<file path="config.mk">
export PLATFORM = sky130hd
export DESIGN_NAME = quad_inverse_solver
export DESIGN_NICKNAME = d
export VERILOG_FILES = /design/src/rtl/quad_inverse_solver.sv
export SDC_FILE = /design/constraint.sdc
export NUM_CORES = 1
export LEC_CHECK = 0
export CAP_MARGIN = 15
export CORE_AREA = 2 2 93 95
export DETAILED_ROUTE_END_ITERATION = 10
export DIE_AREA = 0 0 95 97
export DONT_BUFFER_PORTS = 1
export PLACE_DENSITY = 0.67
export SETUP_SLACK_MARGIN = 0.3
export SYNTH_ARGS = -nofsm -noshare
export SYNTH_HDL_FRONTEND = slang
export SYNTH_SLANG_ARGS = --single-unit
</file>
<file path="constraint.sdc">
create_clock -name clk -period 7.8 [get_ports clk]
set_input_delay 1.56 -clock clk [delete_from_list [all_inputs] [get_ports clk]]
set_output_delay 1.56 -clock clk [all_outputs]
set_load 0.1 [all_outputs]
</file>
<file path="src/rtl/quad_inverse_solver.sv">
// Inverse of y = A*x^2 + B*x + C. Every W_X-bit candidate goes through one evaluator, one per cycle.
// The nearest candidate is kept, an exact match ends the sweep early, and the result is returned over valid/ready.
module quad_inverse_solver #(
   parameter int W_X = 4,
   parameter int W_Y = 8,
   parameter int A   = 1,
   parameter int B   = 10,
   parameter int C   = -10
) (
   input  logic           clk,
   input  logic           rst,
   input  logic           in_valid,
   output logic           in_ready,
   input  logic [W_Y-1:0] y_in,
   output logic           out_valid,
   input  logic           out_ready,
   output logic [W_X-1:0] x_out,
   output logic [W_Y:0]   err_out,
   output logic           exact
);

   typedef enum logic [1:0] {IDLE, SWEEP, DONE} state_t;

   localparam logic [W_Y-1:0] A_T      = W_Y'(A);
   localparam logic [W_Y-1:0] B_T      = W_Y'(B);
   localparam logic [W_Y-1:0] C_T      = W_Y'(C);
   localparam logic [W_Y:0]   ERR_SENT = {1'b1, {W_Y{1'b0}}};
   localparam logic [W_X-1:0] IDX_MAX  = '1;

   // The low W_Y bits of sums and products depend only on the low W_Y bits of their operands.
   // Wrapping W_Y-bit arithmetic therefore equals full precision followed by truncation.
   function automatic logic [W_Y-1:0] quad(input logic [W_X-1:0] xi);
      logic [W_Y-1:0] xs;
      xs = W_Y'(signed'(xi));
      return A_T * xs * xs + B_T * xs + C_T;
   endfunction

   function automatic logic [W_Y:0] abs_err(input logic [W_Y-1:0] y, input logic [W_Y-1:0] q);
      logic [W_Y:0] diff;
      diff = {y[W_Y-1], y} - {q[W_Y-1], q};
      return diff[W_Y] ? (~diff + 1'b1) : diff;
   endfunction

   state_t         state_q, state_d;
   logic [W_Y-1:0] y_q, y_d;
   logic [W_X-1:0] idx_q, idx_d;
   logic           issue_done_q, issue_done_d;
   logic           pv_q, pv_d;
   logic [W_Y:0]   p_err_q, p_err_d;
   logic [W_X-1:0] p_x_q, p_x_d;
   logic           p_last_q, p_last_d;
   logic [W_X-1:0] best_x_q, best_x_d;
   logic [W_Y:0]   best_err_q, best_err_d;
   logic [W_X-1:0] x_out_q, x_out_d;
   logic [W_Y:0]   err_out_q, err_out_d;
   logic           exact_q, exact_d;
   logic           in_ready_q, in_ready_d;
   logic           out_valid_q, out_valid_d;

   logic [W_Y:0]   cand_err;
   logic [W_X-1:0] upd_x;
   logic [W_Y:0]   upd_err;

   always_comb begin
      cand_err = abs_err(y_q, quad(idx_q));
      // Strictly-less update: on ties the candidate visited first wins.
      if (pv_q && (p_err_q < best_err_q)) begin
         upd_x   = p_x_q;
         upd_err = p_err_q;
      end else begin
         upd_x   = best_x_q;
         upd_err = best_err_q;
      end
   end

   always_comb begin
      state_d      = state_q;
      y_d          = y_q;
      idx_d        = idx_q;
      issue_done_d = issue_done_q;
      pv_d         = pv_q;
      p_err_d      = p_err_q;
      p_x_d        = p_x_q;
      p_last_d     = p_last_q;
      best_x_d     = best_x_q;
      best_err_d   = best_err_q;
      x_out_d      = x_out_q;
      err_out_d    = err_out_q;
      exact_d      = exact_q;

      case (state_q)
         IDLE: begin
            if (in_valid && in_ready_q) begin
               y_d          = y_in;
               idx_d        = '0;
               issue_done_d = 1'b0;
               pv_d         = 1'b0;
               best_x_d     = '0;
               best_err_d   = ERR_SENT;
               state_d      = SWEEP;
            end
         end
         SWEEP: begin
            // Stage 1 registers the evaluator output so the multiply stays off the compare path.
            pv_d     = !issue_done_q;
            p_err_d  = cand_err;
            p_x_d    = idx_q;
            p_last_d = (idx_q == IDX_MAX);
            if (!issue_done_q) begin
               idx_d = idx_q + W_X'(1);
               if (idx_q == IDX_MAX)
                  issue_done_d = 1'b1;
            end
            // Stage 2: merge into the running best and decide whether to stop.
            if (pv_q) begin
               best_x_d   = upd_x;
               best_err_d = upd_err;
               if ((p_err_q == '0) || p_last_q) begin
                  state_d   = DONE;
                  pv_d      = 1'b0;
                  x_out_d   = upd_x;
                  err_out_d = upd_err;
                  exact_d   = (upd_err == '0);
               end
            end
         end
         DONE: begin
            if (out_valid_q && out_ready)
               state_d = IDLE;
         end
         default: state_d = IDLE;
      endcase

      in_ready_d  = (state_d == IDLE);
      out_valid_d = (state_d == DONE);
   end

   always_ff @(posedge clk) begin
      if (rst) begin
         state_q      <= IDLE;
         y_q          <= '0;
         idx_q        <= '0;
         issue_done_q <= 1'b0;
         pv_q         <= 1'b0;
         p_err_q      <= '0;
         p_x_q        <= '0;
         p_last_q     <= 1'b0;
         best_x_q     <= '0;
         best_err_q   <= ERR_SENT;
         x_out_q      <= '0;
         err_out_q    <= '0;
         exact_q      <= 1'b0;
         in_ready_q   <= 1'b1;
         out_valid_q  <= 1'b0;
      end else begin
         state_q      <= state_d;
         y_q          <= y_d;
         idx_q        <= idx_d;
         issue_done_q <= issue_done_d;
         pv_q         <= pv_d;
         p_err_q      <= p_err_d;
         p_x_q        <= p_x_d;
         p_last_q     <= p_last_d;
         best_x_q     <= best_x_d;
         best_err_q   <= best_err_d;
         x_out_q      <= x_out_d;
         err_out_q    <= err_out_d;
         exact_q      <= exact_d;
         in_ready_q   <= in_ready_d;
         out_valid_q  <= out_valid_d;
      end
   end

   assign in_ready  = in_ready_q;
   assign out_valid = out_valid_q;
   assign x_out     = x_out_q;
   assign err_out   = err_out_q;
   assign exact     = exact_q;

endmodule

</file>
; Word level (Yosys, flattened, before mapping)
; Index checks and enable logic that the tools add are counted.
[op_classes]
addsub = 5
mul = 2
reduce_logical = 15
bitwise_logic = 1
n_eq_ne = 7
mux = 23
n_lt_le_gt_ge = 1
[ops]
columns = cell, count
row1 = two-way mux 9 bit, 4
row2 = logical NOT 9 bit, 2
row3 = one-hot mux 9 bit (2 select lines), 1
row4 = two-way mux 4 bit, 4
row5 = one-hot mux 4 bit (2 select lines), 2
row6 = "adder 9 x 1 -> 9 bit, second input constant", 1
row7 = < comparator 9 bit, 1
row8 = inverter 9 bit, 1
row9 = AND reduction 3 bit, 3
row10 = subtractor 8 x 8 -> 9 bit, 1
row11 = adder 8 bit, 1
row12 = "adder 8 bit, second input constant", 1
row13 = "multiplier 3 x 8 -> 7 bit, first input constant", 1
row14 = multiplier 4 x 4 -> 8 bit, 1
row15 = two-way mux 2 bit, 4
row16 = "inequality test 2 bit, second input constant", 3
row17 = one-hot mux 2 bit (3 select lines), 1
row18 = two-way mux 1 bit, 5
row19 = "adder 4 x 1 -> 4 bit, second input constant", 1
row20 = "== test 2 bit, second input constant", 2
row21 = "== test 4 bit, second input constant", 1
row22 = logical NOT 2 bit, 2
row23 = one-hot mux 1 bit (2 select lines), 2
row24 = AND reduction 2 bit, 2
row25 = other kinds (5), 7
[word_totals]
reg_bits = 59
input_bits = 12
word_cells = 69

; Depth between registers and ports, before layout
; Gate-level depths: netlist (run 1).
[logic_depth]
word_depth = 7
ltp_mapped = 22
ltp_nobuf = 22

; Worst setup path after synthesis (run 1)
; OpenSTA, ideal clock, no wires.
[synth_timing]
path_kind = register -> register
startpoint = reg idx_q[1]
endpoint = reg p_err_q[8]
required_ns = 7.730
arrival_ns = 5.300
synth_period_minus_slack_ns = 5.369
slack_ns = 2.431
path_stages_with_launch = 22
setup_ns = 0.070
n_path_buf = 0
cell_sequence = dfxtp_1 > inv_1 > ha_1 > inv_1 > ha_1 > fa_1 > fa_1 > inv_1 > fa_1 > inv_1 > fa_1 > a21o_1 > a21oi_1 > xnor2_1 > ha_1 > inv_1 > nor4_1 > a21oi_1 > o311ai_0 > or3b_1 > or4_1 > a21oi_1
[synth_via]
elab_chain_len = 7
word_cells_on_any_way = 8
cone_classes = add/sub (4) / mul (2) / mux (1) / bitwise (1)
[synth_rtl]
columns = item, line_no
row1 = from (decl), 46  ; logic [W_X-1:0] idx_q, idx_d;
row2 = from (signal assigned), 158  ; idx_q <= idx_d;
row3 = multiplier 3 x 8 -> 7 bit or multiplier 4 x 4 -> 8 bit (tied branches), 35  ; return A_T * xs * xs + B_T * xs + C_T;
row4 = adder 8 bit (*) (2 in series), 35
row5 = subtractor 8 x 8 -> 9 bit (*), 40  ; diff = {y[W_Y-1], y} - {q[W_Y-1], q};
row6 = inverter 9 bit, 41  ; return diff[W_Y] ? (~diff + 1'b1) : diff;
row7 = adder 9 x 1 -> 9 bit, 41
row8 = two-way mux 9 bit (*), 41
row9 = to (signal assigned), 161  ; p_err_q <= p_err_d;
row10 = to (decl), 49  ; logic [W_Y:0] p_err_q, p_err_d;
; Mark *: on every way between the ends. The rest lies on a longest branch, timed or not.
; A chain may end at the register's enable or synchronous reset.

; Worst setup path after layout (run 1)
; Same ends and word-level chain as after synthesis.

==> results of run 1 <==
cell usage in the layout (no fill, tap or decap), types with 11 or more instances in the layout:
cell,synthesis,routed
a21oi_1,50,50
nand2_1,48,48
a211oi_1,20,20
nor2_1,53,52
inv_1,30,30
dfxtp_1,59,59
xnor2_1,11,11
nand3_1,17,17
ha_1,42,42
sequential cells by signal, indices dropped and copies added (netlist names):
name / cells
idx_q: 4
p_x_q: 4
best_x_q: 4
in_ready: 1
best_err_q: 9
exact: 1
p_err_q: 9
y_q: 8
state_q: 2
p_last_q: 1
out_valid: 1
x_out: 4
issue_done_q: 1
pv_q: 1
err_out: 9
worst max-delay path, stage by stage, from the launching register on:
cell and delay, ns:
dfxtp_1 0.51, inv_1 0.13, ha_1 0.29, inv_1 0.04, ha_1 0.30, fa_1 0.45, fa_1 0.49, inv_1 0.05
fa_1 0.53, inv_1 0.07, fa_1 0.45, a21o_1 0.20, a21oi_1 0.18, xnor2_1 0.15, ha_1 0.26, inv_1 0.17
nor4_1 0.07, a21oi_1 0.12, o311ai_0 0.13, or3b_1 0.42, or4_1 0.51, a21oi_1 0.15
metrics by stage:
step	setup WS (ns)	utilization
3_5_place_dp	2.09	0.452
4_1_cts	2.06	0.480
3_3_place_gp	2.26	0.452
6_report	2.06	0.480
5_1_grt	1.71	0.480
2_1_floorplan	2.43	-
worst paths after layout:
| check | startpoint | to | slack, ns |
|---|---|---|---|
| setup / recovery | idx_q[1]$_SDFFE_PP0P_ | p_err_q[8]$_SDFFE_PP0P_ | 2.06 |
| hold / removal | y_q[0]$_SDFFE_PP0P_ | y_q[0]$_SDFFE_PP0P_ | 0.46 |
| setup reg to reg | idx_q[1]$_SDFFE_PP0P_ | p_err_q[8]$_SDFFE_PP0P_ | 2.06 |
| hold reg to reg | y_q[0]$_SDFFE_PP0P_ | y_q[0]$_SDFFE_PP0P_ | 0.46 |
cells in the mapped netlist (2+ instances only):
cell type   n  area share
a21oi_1    50       0.068
nor4_1      4      0.0068
o211ai_1    2      0.0041
a211oi_1   20       0.041
dfxtp_1    59        0.32
a311oi_1    2      0.0048
o31ai_1     2      0.0041
nor2b_1     3      0.0051
clkbuf_8    2      0.0075
nor2_1     53       0.054
o21ai_0     6      0.0082
a21o_1      7       0.014
o21a_1      3      0.0062
ha_1       42        0.14
nand4_1     2      0.0034
and3_1      2      0.0034
a31oi_1     2      0.0034
nand2_1    48       0.049
inv_1      30       0.031
nor3_1      8       0.011
xnor2_1    11       0.026
nand2b_1    3      0.0051
buf_2       4      0.0055
mux2i_1     5       0.014
xor2_1      9       0.022
clkbuf_1   14       0.014
or3_1       3      0.0051
fa_1        8       0.044
nand3_1    17       0.023
layer usage:
metal / part of all wire / vias to the layer above / global-route usage / wire length [µm]
li1: - / 1500 / - / -
met1: 0.47 / 1369 / 0.227 / 3500
met2: 0.49 / 39 / 0.292 / 3690
met3: 0.026 / 8 / 0.0436 / 196
met4: 0.015 / 0 / 0.0680 / 116
met5: 0 / - / 0 / 0
logic make-up after synthesis:
kind of cell / after synthesis / synth area share
AOI/OAI and AO/OA: 103 / 0.178
xor gates and xnor gates: 20 / 0.0479
adders and majority gates: 50 / 0.188
buffers and inverters: 52 / 0.0633
DFF: 59 / 0.323
muxes: 5 / 0.0137
and+or+nand+nor: 152 / 0.187
final cells by class:
class / instances / area [µm²] / share of cell area
inverter: 30 / 113 / 0.0289
tap: 105 / 131 / 0.0337
timing repair buffer: 1 / 7.51 / 0.00192
multi-input combinational: 330 / 2250 / 0.576
sequential: 59 / 1180 / 0.303
clock buffer: 9 / 124 / 0.0317
clock inverter: 7 / 100 / 0.0256
power breakdown:
| part | switching, W | internal (W) | total, W |
|---|---|---|---|
| sequential | 0.0000366 | 0.000316 | 0.000353 |
| combinational | 0.000102 | 0.0000672 | 0.000169 |
| clock | 0.000135 | 0.000182 | 0.000317 |
==> impl.org, run 1 <==
** Status
- The run finished with clean final reports.

** Routing
- For this run, design rule violations remaining after detail routing come to 0.
- The first detailed-routing pass ran for 4 iterations.
- Count of antenna-violating nets left after detailed routing :: 0
- Average wire per standard cell :: 13.9 µm
- Routed vias :: 2916
- DRT Wirelength :: 7500 µm
- Avg Vias per Cell :: 5.39
- For this block, the initial DRC count from the detailed router was 115.

** Critical path
- The worst setup path is launched from a register.
- Critical Path Fanout Max :: 9
- The worst setup path is captured at a register.
- Start-to-end type of the worst setup path :: register to register
- Required time of the worst setup path :: 8.08 ns
- Measured in cells, the most critical reg-to-reg path has a length of 21.
- Arrival @ worst endpoint :: 6.02 ns

** Placed design
- Post-detailed-placement half-perimeter wirelength :: 5420 µm
- The placed instances occupy a cell area of 3680 µm².
- Once placement completed, the tool counted placed cells totaling 525.
- The congestion estimate from routability-driven global placement came to 0.829.
- Input and output buffers added on the ports amount to 0.

** Worst hold path
- Along the worst hold path, the cell count comes to 2.
- The min-delay analysis places its worst path in the category register to register.

** Global route
- The first global-routing pass estimated 13100 µm of wire.
- The number of antenna violations at the first check in global routing was 0.
- In the global route stage, overall resource usage came out at 0.179.
- Largest net degree at the start of global routing :: 60
- Number of global-route vias before repair :: 2790
- After global routing the overflow that remains totals 0.

** Timing
- The max-slew violation total from the final report is 0.
- Ratio of final minimum period to clock period :: 0.735
- Setup violations remaining at the end of the flow were counted as 0.
- TNS Setup :: 0 ns
- Tightest slew margin relative to the limit :: 0.311
- Clock period minus final worst setup slack :: 5.74 ns
- Static timing analysis puts the maximum clock frequency at 174 MHz.
- Fin Hold WS :: 0.459 ns
- Unrepaired setup endpoints after global routing :: no
- Tightest Pin Transition :: 1.03 ns
- The number of hold violations in the final report was 0.
- Largest clock skew in the final design :: 0.0116 ns

** Finish
- With fillers left out, the area of the finished cells amounts to 3900 µm².
- Antenna Cells :: 0
- Of the cells placed in the final design, the portion with a size suffix greater than 1 is 0.0573.
- Number of cells in the finished layout apart from fillers :: 541
- After filler insertion, the fill cell instance count of the layout stands at 773.
- Area growth syn-to-layout :: 6.74%
- After the last flow step, the layout net total stands at 493.

** CTS
- The number of setup buffers added after CTS is 0.
- Number of buffers inserted for hold repair after clock tree synthesis :: 0
- The longest clock path from root to sink contains 2 buffers.
- The H-tree was split into 3 levels.
- CTS buffer count :: 9
- Clock latency on the worst-skew pair, taken at its later pin, is 0.35 ns.
- Total number of clock tree sinks :: 59
- Clock tree from TritonCTS :: yes
- Clock tree synthesis selected as its root buffer the cell clkbuf_8.
- Clock-pin slew was measured on the worst setup and hold paths at 0.07 ns.
- Gates resized during post-CTS repair numbered 0.

** Power and ir drop
- Summed over all cells, the static leakage comes to 1.60 nW.
- The design draws 0.000839 W.
- Maximum VDD drop :: 0.000143 V
- Power density over the cells :: 215 nW/µm²

** Synthesis
- Number of different library cells in the post-synthesis netlist :: 49
- FFs w/ async S/R, synth :: 0
- After synthesis the netlist holds a flip-flop and latch count of 59.
- Yosys warnings :: 0
- Post-Syn Area :: 3660 µm²
- Post-synth top flop :: dfxtp_1
- The number of nets handed over by synthesis was 503.
- Mean instance size in the synthesized netlist :: 8.29 µm²
- Synthesis handed over a netlist of 441 instances.
- Number of flops mapped to enable cells by yosys :: 0
- The share of the Yosys chip area taken by registers is 0.323.

** Flow run
- Count of max-cap constraint violations :: 0

** Floorplanning
- Effective utilization at floorplan :: 0.449
- Die width :: 95 µm
- After floorplanning, the core was sized to cover 8130 µm².
- Vert. Die Dim :: 97 µm
- Standard-cell row count :: 33
- Die area :: 9220 µm²
- IO Count :: 28
(Power assumes the default switching activity.)
==> run 2, diff against run 1 <==
Settings changed: ABC_AREA from default to 1, CORE_AREA 2 2 93 95 to 2 2 95 97, DIE_AREA 0 0 95 97 to 0 0 97 99, PLACE_DENSITY 0.67 to 0.7.
Clock period 7.8 ns to 4.8 ns, I/O delays scaled along.
==> run 2 against run 1 <==
Critical path depth stayed put. Clock-buffer cell count is 1 higher. Hold slack better by 0.0015 ns. Clock power rose by 46%. Cell count up 19%. First-iteration DRC count increased by 30%. Synthesized area increased by 5.2%. Die area increased by 4.2%. Register-to-register slack worse by 1.8 ns. Synthesized cell count up 19%. Design area is 16% higher. Sequential share of layout area fell by 3.9 points. Critical endpoint is now p_err_q[7]$_SDFFE_PP0P_.
==> impl.org, run 2 <==
** Status
- Run status :: finished, final reports clean

** CTS
- Clock tree from TritonCTS :: yes
- The clock-pin slew of the registers on the worst-case setup and hold paths is 0.07 ns (about the same).
- The total of hold buffers inserted after clock tree synthesis came to 0 (unchanged).
- The number of H-tree branching levels is 3 (unchanged).
- CTS buffer count :: 9 (unchanged)
- The sink count of the clock tree came to 59 (unchanged).
- The insertion delay of the later-clocked pin in the worst-skew pair is 0.34 ns (about the same).
- Root buffer selected by CTS :: clkbuf_8
- The maximum count of clock buffers along a single path is 2 (unchanged).

** Floorplanning
- The top-level I/O count was 28 (unchanged).
- Die area :: 9600 µm² (+4.2%)
- The initial core utilization was 0.450 (about the same).
- Die width :: 97 µm (+2.1%)
- The cell row count came to 34 (+3.0%).
- Vert. Die Dim :: 99 µm (+2.1%)
- The core footprint came to 8550 µm² (+5.1%).

** Timing
- TNS Setup :: 0 ns (unchanged)
- Unrepaired setup endpoints after global routing :: yes
- Ratio of final minimum period to clock period :: 0.941 (+0.206)
- The transition time at the pin with the least slew margin is 0.976 ns (-0.0567 ns).
- Count of pins over their slew limit :: 0 (unchanged)
- The highest clock rate was 221 MHz (+27%).
- The time the final worst path needs with I/O delays and setup was 4.52 ns (-1.22 ns).
- Hold Violations, Final :: 0 (unchanged)
- The final setup violation count came to 0 (unchanged).
- Tightest slew margin relative to the limit :: 0.348 (+0.0376)
- The post-route clock skew came to 0.00848 ns (-0.00309 ns).

** Routing
- The number of remaining DRC errors was 0 (unchanged).
- Routed vias :: 3268 (+12%)
- Detailed Routing Iterations Pass 1 :: 4 (unchanged)
- The wire length per cell after detailed routing came to 13.2 µm (-4.6%).
- The via count normalized by instance count was 5.06 (-6.1%).
- Met3 Routed Length :: 246 µm (+26%)
- Violation count after the first detailed-routing iteration :: 149 (+30%)
- The met1 layer wirelength in the final routing was 3910 µm (+12%).
- The sum of met2 wire segment lengths after detailed routing was 4220 µm (+14%).
- Count of antenna-violating nets left after detailed routing :: 0 (unchanged)
- DRT Wirelength :: 8540 µm (+14%)
- Top Metal Used :: met4

** Synthesis
- Mean instance size in the synthesized netlist :: 7.34 µm² (-11%)
- Number of different library cells in the post-synthesis netlist :: 39 (-20%)
- Most frequently used cell type in the post-synthesis netlist :: nand2_1
- Synthesized instance count :: 524 (+19%)
- The largest total area in the synthesized netlist belongs to dfxtp_1.
- The share of async-settable or async-resettable flops after synthesis was 0 (unchanged).
- The sequential-to-total area share from yosys stat came to 0.307 (-0.0160).
- Number of storage elements in the synthesis netlist :: 59 (unchanged)
- The synthesized netlist net count is 586 (+17%).
- Yosys warnings :: 0 (unchanged)
- Most used standard cells in the synthesized netlist :: nand2_1 (105), inv_1 (80), dfxtp_1 (59), a21oi_1 (46), nor2_1 (46)
- Number of flops mapped to enable cells by yosys :: 0 (unchanged)
- Post-synth top flop :: dfxtp_1
- Post-Syn Area :: 3850 µm² (+5.2%)
- Main area contributors after synthesis :: dfxtp_1 (31%), ha_1 (14%), nand2_1 (10%)
- The portion of synthesized cell area occupied by the leading cell type was 0.307 (-0.0160).

** Global route
- The number of antenna violations at the first check in global routing is 0 (unchanged).
- The via count of the first global-routing pass is 3181 (+14%).
- The remaining global-route overflow was 0 (unchanged).
- The global routing usage summed across all routing layers came to 0.182 (+0.00255).
- Largest net degree at the start of global routing :: 31 (-48%)
- The first-pass GRT wire length was 14300 µm (+8.7%).

** Critical path
- Crit. End Element :: register
- The maximum fanout along the worst path came to 4 (-5).
- The most critical setup path has its startpoint at idx_q[1]$_SDFFE_PP0P_.
- Critical path startpoint category :: register
- The required time at the endpoint of the critical path is 5.07 ns (-3.01 ns).
- Arrival @ worst endpoint :: 4.79 ns (-1.23 ns)
- Startpoint of the worst-slack reg-to-reg timing path :: idx_q[1]$_SDFFE_PP0P_
- The critical path in this run is classified as register to register.

** Finish
- Commonest non-fill, non-tap cell in the layout :: nand2_1
- Share of cells above drive strength 1 :: 0.175 (+0.117)
- Leading cell types in the layout, fill and taps excluded :: nand2_1 (98), inv_1 (73), dfxtp_1 (56)
- Number of cells in the finished layout apart from fillers :: 646 (+19%)
- The number of inserted diodes came to 0 (unchanged).
- Final core utilization :: 0.529 (+0.0488)
- The number of nets at the end of the flow came to 595 (+21%).
- Area growth syn-to-layout :: 17.5%

** Power and ir drop
- Clock share of power :: 0.297 (-0.080)
- The total net switching power is 0.000584 W (+110%).
- Power density over the cells :: 344 nW/µm² (+60%)
- The combinational group share of total power was 0.329 (+0.127).
- Maximum VDD drop :: 0.000255 V (+79%)
- The register share of total power came to 0.374 (-0.047).
- The cell internal power dissipation came to 0.000972 W (+72%).
- Switching power as a share of total power :: 0.375 (+0.0490)
- P_leak :: 2.13 nW (+33%)
- The overall power is 0.00156 W (+85%).

** Placed design
- Post-detailed-placement half-perimeter wirelength :: 6100 µm (+13%)
- The port buffer count came to 0 (unchanged).
- The number of placed cells counting well taps was 624 (+19%).
- The final RePlAce weighted congestion is 0.854 (+3.0%).

** Flow run
- The reported max-cap violation count is 0 (unchanged).

** Worst hold path
- The worst hold path begins at issue_done_q$_SDFFE_PP0P_.
- The worst hold path belongs to the class register to register.
-- run 2: repair_timing --
item | 4_1_cts | 5_1_grt
gates cloned | 1 | 0
buffers inserted | 2 | 3
endpoints found under the setup margin | 8 | 8
gates resized for setup | 16 | 46
pin swaps | 11 | 27
-- run 2: path summary, 6_finish.rpt --
path | depth (start not counted) | to | slack [ns]
hold / removal | 2 | issue_done_q$_SDFFE_PP0P_ | 0.46
hold reg to reg | 2 | issue_done_q$_SDFFE_PP0P_ | 0.46
setup reg to reg | 21 | p_err_q[7]$_SDFFE_PP0P_ | 0.28
setup / recovery | 21 | p_err_q[7]$_SDFFE_PP0P_ | 0.28
-- run 2: critical path, cell delays in order, from the launching register on --
cell,delay [ns]
dfxtp_2,0.35
inv_4,0.04
ha_4,0.27
inv_4,0.03
ha_4,0.23
fa_1,0.47
fa_1,0.50
inv_2,0.04
fa_1,0.52
inv_2,0.06
fa_2,0.55
inv_1,0.06
ha_4,0.31
nand2_1,0.05
inv_1,0.07
nand2_1,0.06
nand2_2,0.08
xor2_2,0.20
nand3_1,0.17
a21oi_1,0.23
nor2_2,0.06
nor2_1,0.10
-- run 2: cell type report --
class	instances	area, µm²
clock buffer	10	138
clock inverter	6	63.8
sequential	59	1190
multi-input combinational	369	2590
timing repair buffer	10	78.8
inverter	84	320
tap	108	135
fill	777	4030
-- run 2: kinds of logic (layout without fill, tap and decap cells) --
family          after synthesis  after routing  share of synthesized area
compound gates               92             93                      0.129
xor+xnor                     16             16                     0.0364
fa+ha+maj                    50             50                      0.178
buf+inv                      97            110                     0.0979
flops                        59             59                      0.307
mux                           4              4                     0.0146
simple gates                206            206                      0.236
-- run 2: through the flow --
stage	instance area [µm²]	hold slack (ns)	worst slack (ns)
final	4520	0.461	0.282
after global routing	4520	0.476	0.126
after CTS	4280	0.460	0.301
after detailed placement	3970	0.449	0.0922
after global placement	3970	0.442	0.219
after floorplan	3860	0.436	0.298
-- run 2: layer usage --
layer / up-vias / GRT usage
met1: 1508 / 0.222
met4: 0 / 0.0574
met2: 41 / 0.320
met5: - / 0
li1: 1706 / -
met3: 13 / 0.0404
-- run 2: power by group through the flow --
stage | registers (W) | logic [W] | clock network, W
4_1_cts | 0.000582 | 0.000451 | 0.000473
3_3_place_gp | 0.000592 | 0.000406 | 0
3_5_place_dp | 0.000592 | 0.000416 | 0
6_report | 0.000582 | 0.000511 | 0.000462
2_1_floorplan | 0.000586 | 0.000341 | 0
5_1_grt | 0.000586 | 0.000579 | 0.000495
==> run 3, diff against run 2 <==
Settings changed: CORE_AREA 2 2 95 97 to 2 2 87 89, DIE_AREA 0 0 97 99 to 0 0 89 91, PLACE_DENSITY 0.7 to 0.8.
==> run 3 against run 2 <==
Critical path depth stayed put. Power is 0.83% higher. Global-route usage is 5.2 points higher. Sequential cell count stayed put. Die area is 16% lower. Critical endpoint unchanged.
==> impl.org, run 3 (synthesized netlist as in run 2, its figures left out) <==
** CTS
- Worst-path clk slew :: 0.08 ns (about the same)
- The insertion delay of the later-clocked pin in the worst-skew pair was 0.35 ns (about the same).
- The number of H-tree branching levels was 3 (unchanged).
- The total of hold buffers inserted after clock tree synthesis came to 0 (unchanged).
- The sink count of the clock tree was 59 (unchanged).
- The tree is rooted in a clkbuf_8.
- Maximum buffer depth of the clock tree :: 2 (unchanged)
- TritonCTS built the clock tree.
- CTS buffer count :: 9 (unchanged)

** Routing
- Average wire per standard cell :: 14.7 µm (+11%)
- Avg Vias per Cell :: 5.45 (+7.8%)
- The number of violations reported at the end of detailed-routing iteration 0 is 248 (+66%).
- The number of search-and-repair iterations in the first detailed-routing pass was 5 (+1).
- Remaining routing DRC violations :: 0 (unchanged)
- Count of antenna-violating nets left after detailed routing :: 0 (unchanged)
- The via count came to 3505 (+7.3%).
- DRT Wirelength :: 9460 µm (+11%)

** Flow run
- The reported max-cap violation count was 0 (unchanged).

** Worst hold path
- Endpoint of the worst hold-timing path :: best_x_q[0]$_SDFFE_PP0P_
- Worst min-delay path startpoint :: best_x_q[0]$_SDFFE_PP0P_
- WHS Path Cells :: 2 (unchanged)
- The tightest min-delay check is of the register to register type.

** Finish
- Sequential Area :: 1190 µm² (-0.21%)
- Final standard cell area without fillers :: 4540 µm² (+0.55%)
- The area taken by multi-input logic gates is 2600 µm² (+0.34%).
- Final layout net count :: 601 (+1.0%)
- The number of fill cells was 598 (-23%).
- In the layout the commonest cells are nand2_1 (99), inv_1 (70), dfxtp_1 (56).
- The number of inserted diodes is 0 (unchanged).
- Commonest non-fill, non-tap cell in the layout :: nand2_1
- Area growth syn-to-layout :: 18.2%
- Share of cells above drive strength 1 :: 0.184 (+0.00910)

** Global route
- Largest net degree at the start of global routing :: 31 (unchanged)
- The first-pass GRT wire length is 15000 µm (+5.2%).
- Number of global-route vias before repair :: 3408 (+7.1%)
- The number of antenna violations at the first check in global routing came to 0 (unchanged).
- The remaining global-route overflow is 0 (unchanged).
- The global routing usage summed across all routing layers was 0.234 (+0.0524).

** Timing
- The final setup violation count came to 0 (unchanged).
- Unrepaired setup endpoints after global routing :: yes
- Count of pins over their slew limit :: 0 (unchanged)
- The time the final worst path needs with I/O delays and setup came to 4.51 ns (-0.00393 ns).
- Max Fclk :: 222 MHz (about the same)
- The transition time at the pin with the least slew margin was 0.986 ns (+0.00971 ns).
- TNS Setup :: 0 ns (unchanged)
- The number of hold violations in the final report is 0 (unchanged).
- The final period utilization was 0.940 (about the same).
- Tightest slew margin relative to the limit :: 0.342 (-0.00648)
- The final worst setup slack was 0.286 ns (+0.00393 ns).
- Largest clock skew in the final design :: 0.0110 ns (+0.00247 ns)

** Power and ir drop
- The register share of total power is 0.372 (-0.002).
- The cell internal power dissipation was 0.000949 W (-2.3%).
- Fraction of power consumed by combinational cells :: 0.354 (+0.025)
- The maximum VDD drop was 0.000232 V (-9.0%).
- P_leak :: 2.14 nW (+0.47%)
- Psw :: 0.000619 W (+6.1%)
- Power density over the cells :: 345 nW/µm² (+0.28%)
- Switching power as a share of total power :: 0.395 (+0.0197)
- Clock share of power :: 0.274 (-0.023)

** Floorplanning
- Core area :: 7140 µm² (-17%)
- Die width :: 89 µm (-8.2%)
- The full die area is 8100 µm² (-16%).
- The cell row count came to 31 (-8.8%).
- The top-level I/O count is 28 (unchanged).
- The die outline height is 91 µm (-8.1%).
- The initial core utilization was 0.539 (+0.0891).

** Placed design
- The port buffer count came to 0 (unchanged).
- The HPWL after detailed placement is 6260 µm (+2.6%).
- Post-Place Cell Area :: 3950 µm² (-0.47%)
- Placer's final routability congestion estimate :: 0.870 (+1.9%)
- Pre-CTS setup slack :: 0.0650 ns (-0.0272 ns)

** Status
- The run finished with clean final reports.

** Critical path
- The worst register-to-register path ends at p_err_q[7]$_SDFFE_PP0P_.
- The worst setup path is launched from a register.
- The critical path in this run is classified as register to register.
- Number of cells on the worst reg-to-reg path :: 21 (unchanged)
- In this run the critical register-to-register path is launched from idx_q[3]$_SDFFE_PP0P_.
- The data arrival time of the critical path is 4.75 ns (-0.04 ns).
- Register-to-register path setup slack :: 0.29 ns (about the same)
- The maximum fanout along the worst path was 6 (+2).
- The worst setup path is captured at a register.
- Required time of the worst setup path :: 5.03 ns (-0.04 ns)
==> run 3: changes by cell type in the layout (fill, tap and decap cells not counted), sizes merged <==
cell,change
bufinv,-1
inv,-1
clkinv,+1
clkbuf,+1
buf,+6
==> run 3: final cells by class <==
type                       count  share of cell area
multi-input combinational    369               0.573
sequential                    59               0.261
inverter                      84              0.0699
clock buffer                  11              0.0333
timing repair buffer          16              0.0273
tap                           99              0.0273
clock inverter                 5             0.00826
==> run 3: per-stage QoR <==
stage / instances / total power, W / utilization / hold slack [ns]
after global routing: 643 / 0.00164 / 0.637 / 0.481
after detailed placement: 614 / 0.00101 / 0.554 / 0.452
after CTS: 639 / 0.00147 / 0.610 / 0.463
after global placement: 614 / 0.000996 / 0.554 / 0.442
after floorplan: 524 / 0.000927 / - / 0.436
final: 643 / 0.00157 / 0.637 / 0.460
==> run 3: worst max-delay path by stage <==
stage / from / endpoint / slack (ns)
after floorplan: idx_q[1]$_SDFFE_PP0P_ / p_err_q[3]$_SDFFE_PP0P_ / 0.30
after global placement: idx_q[1]$_SDFFE_PP0P_ / p_err_q[3]$_SDFFE_PP0P_ / 0.23
after detailed placement: idx_q[1]$_SDFFE_PP0P_ / p_err_q[3]$_SDFFE_PP0P_ / 0.07
after CTS: idx_q[1]$_SDFFE_PP0P_ / p_err_q[7]$_SDFFE_PP0P_ / 0.30
after global routing: idx_q[1]$_SDFFE_PP0P_ / p_err_q[6]$_SDFFE_PP0P_ / 0.11
final: idx_q[3]$_SDFFE_PP0P_ / p_err_q[7]$_SDFFE_PP0P_ / 0.29
==> run 3: repair_timing <==
action | 4_1_cts | 5_1_grt
endpoints found under the setup margin | 8 | 8
gates cloned | 1 | 0
setup buffers | 8 | 4
gates resized for setup | 26 | 32
pin swaps | 14 | 32
==> run 3: routing by layer <==
layer,vias to the layer above,wire length [µm],track usage,part of all wire
met2,128,4690,0.395,0.50
met3,37,493,0.0400,0.052
met5,-,0,0,0
met1,1621,3920,0.280,0.41
met4,0,358,0.121,0.038
li1,1719,-,-,-
==> run 3: power groups by stage <==
| stage | clock network, W | logic (W) | registers, W |
|---|---|---|---|
| 4_1_cts | 0.000431 | 0.000462 | 0.000581 |
| 3_5_place_dp | 0 | 0.000420 | 0.000592 |
| 6_report | 0.000429 | 0.000556 | 0.000583 |
| 3_3_place_gp | 0 | 0.000404 | 0.000591 |
| 5_1_grt | 0.000452 | 0.000605 | 0.000586 |
| 2_1_floorplan | 0 | 0.000341 | 0.000586 |
==> run 3: worst max-delay path, stage by stage, from the launching register on <==
cell and delay [ns]:
dfxtp_4 0.39, ha_4 0.27, inv_2 0.04, ha_4 0.23, fa_1 0.45, fa_1 0.49, inv_1 0.05, fa_1 0.51
inv_2 0.06, fa_2 0.53, inv_2 0.05, ha_4 0.26, a21oi_4 0.17, nor3_2 0.06, nor3_2 0.18, nand2_1 0.10
nand2_1 0.11, nand2_1 0.10, nand3_1 0.10, nand2_1 0.06, nor2_1 0.13, nor2_1 0.06
